===== config.mk =====
export PLATFORM = sky130hd
export DESIGN_NAME = parking_exit_controller_flat
export DESIGN_NICKNAME = d
export VERILOG_FILES = /design/src/rtl/parking_pkg.sv /design/src/rtl/parking_exit_controller_if.sv /design/src/rtl/slot_counter.sv /design/src/rtl/parking_exit_controller.sv /design/src/flat_wrapper.sv
export SDC_FILE = /design/constraint.sdc
export NUM_CORES = 1
export LEC_CHECK = 0
export BUFFER_PORTS_ARGS = -buffer_cell sky130_fd_sc_hd__buf_2
export CAP_MARGIN = 10
export CORE_MARGIN = 10
export CORE_UTILIZATION = 51
export CTS_CLUSTER_DIAMETER = 80
export DETAILED_ROUTE_END_ITERATION = 7
export PLACE_DENSITY_LB_ADDON = 0.12
export SETUP_SLACK_MARGIN = 0.4
export SLEW_MARGIN = 20
export SYNTH_ARGS = -nofsm -noshare
export SYNTH_HDL_FRONTEND = slang
export SYNTH_SLANG_ARGS = --single-unit

===== constraint.sdc =====
create_clock -name clk -period 3.2 [get_ports clk]
set_input_delay 0.8 -clock clk [delete_from_list [all_inputs] [get_ports clk]]
set_output_delay 0.8 -clock clk [all_outputs]
set_load 0.005 [all_outputs]

===== src/rtl/parking_pkg.sv =====
// Shared definitions for the parking lot exit and entry sides.
// Holds the gate FSM encoding and the free-slot counter width.
package parking_pkg;

    localparam int CAP_W = 8;

    localparam logic [CAP_W-1:0] DEFAULT_CAPACITY = 8'd200;

    typedef enum logic [1:0] {
        IDLE    = 2'd0,
        OPEN    = 2'd1,
        CLOSING = 2'd2
    } exit_state_e;

endpackage


===== src/rtl/parking_exit_controller_if.sv =====
// Exit gate signal bundle between the lot environment and the controller.
// The controller takes the slave view, the environment the master view.
interface parking_exit_controller_if;

    logic                          exit_req;
    logic                          car_passed;
    logic                          entry_taken;
    logic [parking_pkg::CAP_W-1:0] parking_capacity;
    logic                          gate_open;
    logic                          exit_done;
    logic                          exit_reject;
    logic                          err_timeout;
    logic                          err_overflow;

    modport master (
        output exit_req,
        output car_passed,
        output entry_taken,
        input  parking_capacity,
        input  gate_open,
        input  exit_done,
        input  exit_reject,
        input  err_timeout,
        input  err_overflow
    );

    modport slave (
        input  exit_req,
        input  car_passed,
        input  entry_taken,
        output parking_capacity,
        output gate_open,
        output exit_done,
        output exit_reject,
        output err_timeout,
        output err_overflow
    );

endinterface


===== src/rtl/slot_counter.sv =====
// Saturating up/down free-slot counter bounded by 0 and CAPACITY.
// A bound violation holds the count and sets a sticky overflow flag.
module slot_counter
    import parking_pkg::*;
#(
    parameter logic [CAP_W-1:0] CAPACITY = DEFAULT_CAPACITY
) (
    input  logic             clk,
    input  logic             rst_n,
    input  logic             inc,
    input  logic             dec,
    output logic [CAP_W-1:0] count,
    output logic             overflow
);

    logic [CAP_W-1:0] count_d;
    logic             overflow_d;

    // Next count: simultaneous inc/dec cancel, bounds saturate and flag.
    always_comb begin
        count_d    = count;
        overflow_d = overflow;
        if (inc && !dec) begin
            if (count == CAPACITY) begin
                overflow_d = 1'b1;
            end else begin
                count_d = count + CAP_W'(1);
            end
        end else if (dec && !inc) begin
            if (count == '0) begin
                overflow_d = 1'b1;
            end else begin
                count_d = count - CAP_W'(1);
            end
        end
    end

    // Count and sticky flag registers; reset returns a full set of slots.
    always_ff @(posedge clk or negedge rst_n) begin
        if (!rst_n) begin
            count    <= CAPACITY;
            overflow <= 1'b0;
        end else begin
            count    <= count_d;
            overflow <= overflow_d;
        end
    end

endmodule


===== src/rtl/parking_exit_controller.sv =====
// Exit gate sequencer: request / open / pass / close.
// Owns the free-slot count that the entry side reads.
module parking_exit_controller
    import parking_pkg::*;
#(
    parameter logic [CAP_W-1:0] CAPACITY     = DEFAULT_CAPACITY,
    parameter int               OPEN_TIMEOUT = 64,
    parameter int               CLOSE_GUARD  = 4
) (
    input logic                      clk,
    input logic                      rst_n,
    parking_exit_controller_if.slave bus
);

    localparam int TMR_MAX =
        (OPEN_TIMEOUT > CLOSE_GUARD) ? OPEN_TIMEOUT : CLOSE_GUARD;
    localparam int TMR_W = $clog2(TMR_MAX + 1);

    localparam logic [TMR_W-1:0] OPEN_LAST  = TMR_W'(OPEN_TIMEOUT - 1);
    localparam logic [TMR_W-1:0] GUARD_LAST = TMR_W'(CLOSE_GUARD - 1);

    exit_state_e      state_q;
    exit_state_e      state_d;
    logic [TMR_W-1:0] timer_q;
    logic [TMR_W-1:0] timer_d;
    logic             gate_q;
    logic             gate_d;
    logic             done_q;
    logic             done_d;
    logic             rej_q;
    logic             rej_d;
    logic             tmo_q;
    logic             tmo_d;
    logic             block_q;
    logic             block_d;
    logic             inc;
    logic [CAP_W-1:0] count;
    logic             overflow;

    slot_counter #(
        .CAPACITY (CAPACITY)
    ) u_slot_counter (
        .clk      (clk),
        .rst_n    (rst_n),
        .inc      (inc),
        .dec      (bus.entry_taken),
        .count    (count),
        .overflow (overflow)
    );

    // Next state, timer and registered-output values for the gate FSM.
    // block_q suppresses repeat rejects until exit_req drops again.
    always_comb begin
        state_d = state_q;
        timer_d = timer_q;
        gate_d  = 1'b0;
        done_d  = 1'b0;
        rej_d   = 1'b0;
        tmo_d   = 1'b0;
        inc     = 1'b0;
        block_d = bus.exit_req ? block_q : 1'b0;
        unique case (state_q)
            IDLE: begin
                timer_d = '0;
                if (bus.exit_req) begin
                    if (count < CAPACITY) begin
                        state_d = OPEN;
                        gate_d  = 1'b1;
                    end else if (!block_q) begin
                        rej_d   = 1'b1;
                        block_d = 1'b1;
                    end
                end
            end
            OPEN: begin
                if (bus.car_passed) begin
                    state_d = CLOSING;
                    timer_d = '0;
                    done_d  = 1'b1;
                    inc     = 1'b1;
                end else if (timer_q == OPEN_LAST) begin
                    state_d = CLOSING;
                    timer_d = '0;
                    tmo_d   = 1'b1;
                end else begin
                    gate_d  = 1'b1;
                    timer_d = timer_q + TMR_W'(1);
                end
            end
            CLOSING: begin
                if (timer_q == GUARD_LAST) begin
                    state_d = IDLE;
                    timer_d = '0;
                end else begin
                    timer_d = timer_q + TMR_W'(1);
                end
            end
            default: begin
                state_d = IDLE;
                timer_d = '0;
            end
        endcase
    end

    // FSM state, timer and output registers; reset drops the gate at once.
    always_ff @(posedge clk or negedge rst_n) begin
        if (!rst_n) begin
            state_q <= IDLE;
            timer_q <= '0;
            gate_q  <= 1'b0;
            done_q  <= 1'b0;
            rej_q   <= 1'b0;
            tmo_q   <= 1'b0;
            block_q <= 1'b0;
        end else begin
            state_q <= state_d;
            timer_q <= timer_d;
            gate_q  <= gate_d;
            done_q  <= done_d;
            rej_q   <= rej_d;
            tmo_q   <= tmo_d;
            block_q <= block_d;
        end
    end

    assign bus.parking_capacity = count;
    assign bus.gate_open        = gate_q;
    assign bus.exit_done        = done_q;
    assign bus.exit_reject      = rej_q;
    assign bus.err_timeout      = tmo_q;
    assign bus.err_overflow     = overflow;

endmodule


===== src/flat_wrapper.sv =====
// flat-port wrapper written by rule: the top's interface ports become plain ports
module parking_exit_controller_flat import parking_pkg::*;
#(
    parameter logic [CAP_W-1:0] CAPACITY     = DEFAULT_CAPACITY,
    parameter int               OPEN_TIMEOUT = 64,
    parameter int               CLOSE_GUARD  = 4
)
  (clk, rst_n, bus_exit_req, bus_car_passed, bus_entry_taken, bus_parking_capacity, bus_gate_open, bus_exit_done, bus_exit_reject, bus_err_timeout, bus_err_overflow);
  parking_exit_controller_if bus_i ();
  input logic clk;
  input logic rst_n;
  input wire logic [$bits(bus_i.exit_req)-1:0] bus_exit_req;
  input wire logic [$bits(bus_i.car_passed)-1:0] bus_car_passed;
  input wire logic [$bits(bus_i.entry_taken)-1:0] bus_entry_taken;
  output wire logic [$bits(bus_i.parking_capacity)-1:0] bus_parking_capacity;
  output wire logic [$bits(bus_i.gate_open)-1:0] bus_gate_open;
  output wire logic [$bits(bus_i.exit_done)-1:0] bus_exit_done;
  output wire logic [$bits(bus_i.exit_reject)-1:0] bus_exit_reject;
  output wire logic [$bits(bus_i.err_timeout)-1:0] bus_err_timeout;
  output wire logic [$bits(bus_i.err_overflow)-1:0] bus_err_overflow;
  assign bus_i.exit_req = bus_exit_req;
  assign bus_i.car_passed = bus_car_passed;
  assign bus_i.entry_taken = bus_entry_taken;
  assign bus_parking_capacity = bus_i.parking_capacity;
  assign bus_gate_open = bus_i.gate_open;
  assign bus_exit_done = bus_i.exit_done;
  assign bus_exit_reject = bus_i.exit_reject;
  assign bus_err_timeout = bus_i.err_timeout;
  assign bus_err_overflow = bus_i.err_overflow;
  parking_exit_controller #(.CAPACITY(CAPACITY), .OPEN_TIMEOUT(OPEN_TIMEOUT), .CLOSE_GUARD(CLOSE_GUARD)) u_core (.clk(clk), .rst_n(rst_n), .bus(bus_i));
endmodule

==> results.md <==
- Final GP Congestion: a little over 0.8
- Power density over the cells: about 930 mW/mm^2
- Overflow after GRT: 0
- Area grow syn2layout: 10.6%
- Post-synthesis adder-cell area fraction: 0.140
- Crit Reg-Reg Endpoint: u_core.u_slot_counter.count[7]
- Synthesis Warnings: 0
- Leakage power: ~0.68 nW
- Clock Skew: between 0.007 and 0.008 ns
- Pin count of the biggest net entering global routing: 24
- HPWL after detailed placement: approximately 2000 microns
- Initial antenna violation count: 0
- Post-synth EDFFs: 0
- Ys flop type: dfrtp_1
- Status: complete, no violations
- Critical Path Source Type: flip-flop
- Synthesized cell area: 0.00131 sq mm
- Max-cap check violation count: 0
- Biggest register: u_core.u_slot_counter.count
- Worst hold path type: in -> async
- Starting density of the core: 0.532
- Mux cell area share after synthesis: 0.00862
- Fin Hold WS: about 0.44 ns
- Simple-Gate Fraction of Synth Area: 0.147
- Share of post-route cells with drive strength above 1: 0.226
- Post-Route WL: 2500 microns
- Vias per cell: ~5.5
- DIE HEIGHT: between 70 and 80 microns
- Most common cell after layout, fill and taps aside: dfrtp_1
- Vias: 962
- CTS tree: built
- Syn_area_per_cell: a little over 10 sq um
- Die Width: roughly 71 microns
- XOR/XNOR Fraction of Synth Area: 0.0738
- Crit. End Element: flip-flop
- Hold-fix buffers at CTS: 0
- I/O Buffers: 17
- Synth area leaders: dfrtp_1 38%, ha_1 12%, dfstp_2 6.0%
- Max IR drop VDD: ~0.55 mV
- Arr. time, crit path: about 2.9 ns
- Worst reg2reg path depth: 11
- Final setup margin: 0.583 ns
- Slew HR: 0.661
- Largest family of logic cells by synthesized area: compound AO/OA/AOI/OAI gates
- Io pins: 18
- Max-slew violation count: 0
- Largest register FFs: 8
- Num CTS Buffers: 3
- Core Util, Final: 0.589
- Slew at the pin closest to its max-slew limit: 0.508 ns
- Synth top area share: 0.383
- Setup TNS: 0 ns
- RSZ-0062 raised after global routing: no
- First-pass GRT wire length: around 4300 microns
- Clock root cell: clkbuf_4
- Cell taking the most area after synthesis: dfrtp_1
- Yosys cell types: 36
- Syn nets: 145
- Core footprint: ~0.0025 sq mm
- Final min period: 2.62 ns
- R2R setup slack: roughly 0.58 ns
- RR Startpoint: u_core.state_q[1]
- Num Clock Sinks: 23
- Worst EP required: approximately 3.4 ns
- Final period util: 0.818
- Largest regs: u_core.u_slot_counter.count: 8 flops, u_core.timer_q: 7 flops, u_core.state_q: 2 flops
- Initial DRC Count: 77
- Wire per inst: about 14 microns
- CP max FO: 8
- Clock-pin slew on the worst setup and hold paths: 0.13 ns
- Final setup violating endpoints: 0
- Max Clk Rate: 0.382 GHz
- Synth Area in Compound Gates: 0.159
- Register area share after synthesis: 0.443
- Longest Clk Path Bufs: 2
- Pre-antenna DRT Iters: 4
- DRC viols: 0
- Post-place setup slack: 0.296 ns
- Antenna Nets Post-Route: 0
- Most frequent cells in the layout: 20 x dfrtp_1, 17 x buf_2, 13 x ha_1, 12 x nand2_1, 9 x nor2_1
- Synth async-reset ratio: 1.00
- H-tree levels: 1
- Yosys reg bits: 23
- Die ar.: approximately 0.005 sq mm
- Synth Instances: between 100 and 150
- Clock latency on the worst-skew pair: 0.31 ns
- Final nets: roughly 170
- Tot GR Track Use: 0.102
- FP Rows: 18
- Hold Vio Cnt, Final: 0
- Vias in the first global route: slightly below 1k
- N_diodes: 0
- Kind of critical path: reg -> reg
-- cells in the mapped netlist (3+ instances only) --
cell	instances
dfrtp_1	20
ha_1	13
nand2_1	12
nor2_1	9
o21ai_0	8
inv_1	7
xnor2_1	6
a21oi_1	5
xor2_1	5
nand3_1	4
a21o_1	3
dfstp_2	3
nor3_1	3
-- where the power goes --
part	switching (mW)	total, mW	leakage (nW)	internal (mW)
combinational	0.380	0.708	0.373	0.328
sequential	0.105	0.502	0.292	0.397
clock	0.0849	0.132	0.0177	0.0466
-- cells by family after synthesis --
| group | Yosys count |
|---|---|
| buf+inv | 8 |
| simple gates | 39 |
| xor+xnor | 11 |
| fa+ha+maj | 14 |
| flops | 23 |
| compound gates | 30 |
| mux | 1 |
-- repair_timing --
action / 4_1_cts / 5_1_grt
buffers inserted: 0 / 0
setup endpoints to repair: 0 / 3
resized for setup: 0 / 1
-- layout make-up --
class,count,area [sq um]
Multi-Input combinational cell,95,689
Sequential cell,23,579
Fill cell,214,1010
Timing Repair Buffer,17,85.1
Clock buffer,3,22.5
Inverter,7,26.3
Tap cell,30,37.5
Clock inverter,1,5.00
-- critical path, cell delays in order (launching register included) --
cell and delay (ns):
dfrtp_1 0.41, inv_1 0.11, ha_1 0.17, and2_1 0.15, ha_1 0.25, inv_2 0.12, ha_1 0.36, a21o_1 0.22
a31o_2 0.25, o21a_1 0.16, o21ai_0 0.19, xnor2_1 0.14
-- per-stage QoR --
step	std cells	area [sq um]	power [mW]
2_1_floorplan	126	1310	1.02
3_3_place_gp	172	1420	1.20
3_5_place_dp	172	1420	1.23
4_1_cts	176	1450	1.36
5_1_grt	176	1450	1.47
6_report	176	1450	1.34
-- metal layers --
metal  wire length (microns)  vias up  track usage
li1                        -      487            -
met1                    1090      463        0.113
met2                    1320       10        0.186
met3                      63        2       0.0153
met4                      28        0       0.0473
met5                       0        -            0
-- worst max-delay path by stage --
| stage | from | end | slack, ns | cells past startpoint |
|---|---|---|---|---|
| 2_1_floorplan | bus_car_passed | u_core.u_slot_counter.count[7] | 0.57 | 9 |
| 5_1_grt | u_core.state_q[1] | u_core.u_slot_counter.count[7] | 0.42 | 11 |
| 3_5_place_dp | bus_car_passed | u_core.u_slot_counter.count[7] | 0.30 | 10 |
| 3_3_place_gp | bus_car_passed | u_core.u_slot_counter.count[7] | 0.38 | 10 |
| 4_1_cts | u_core.state_q[1] | u_core.u_slot_counter.count[7] | 0.50 | 11 |
| 6_report | u_core.state_q[1] | u_core.u_slot_counter.count[7] | 0.58 | 11 |
Power figures use the tool's default switching activity.
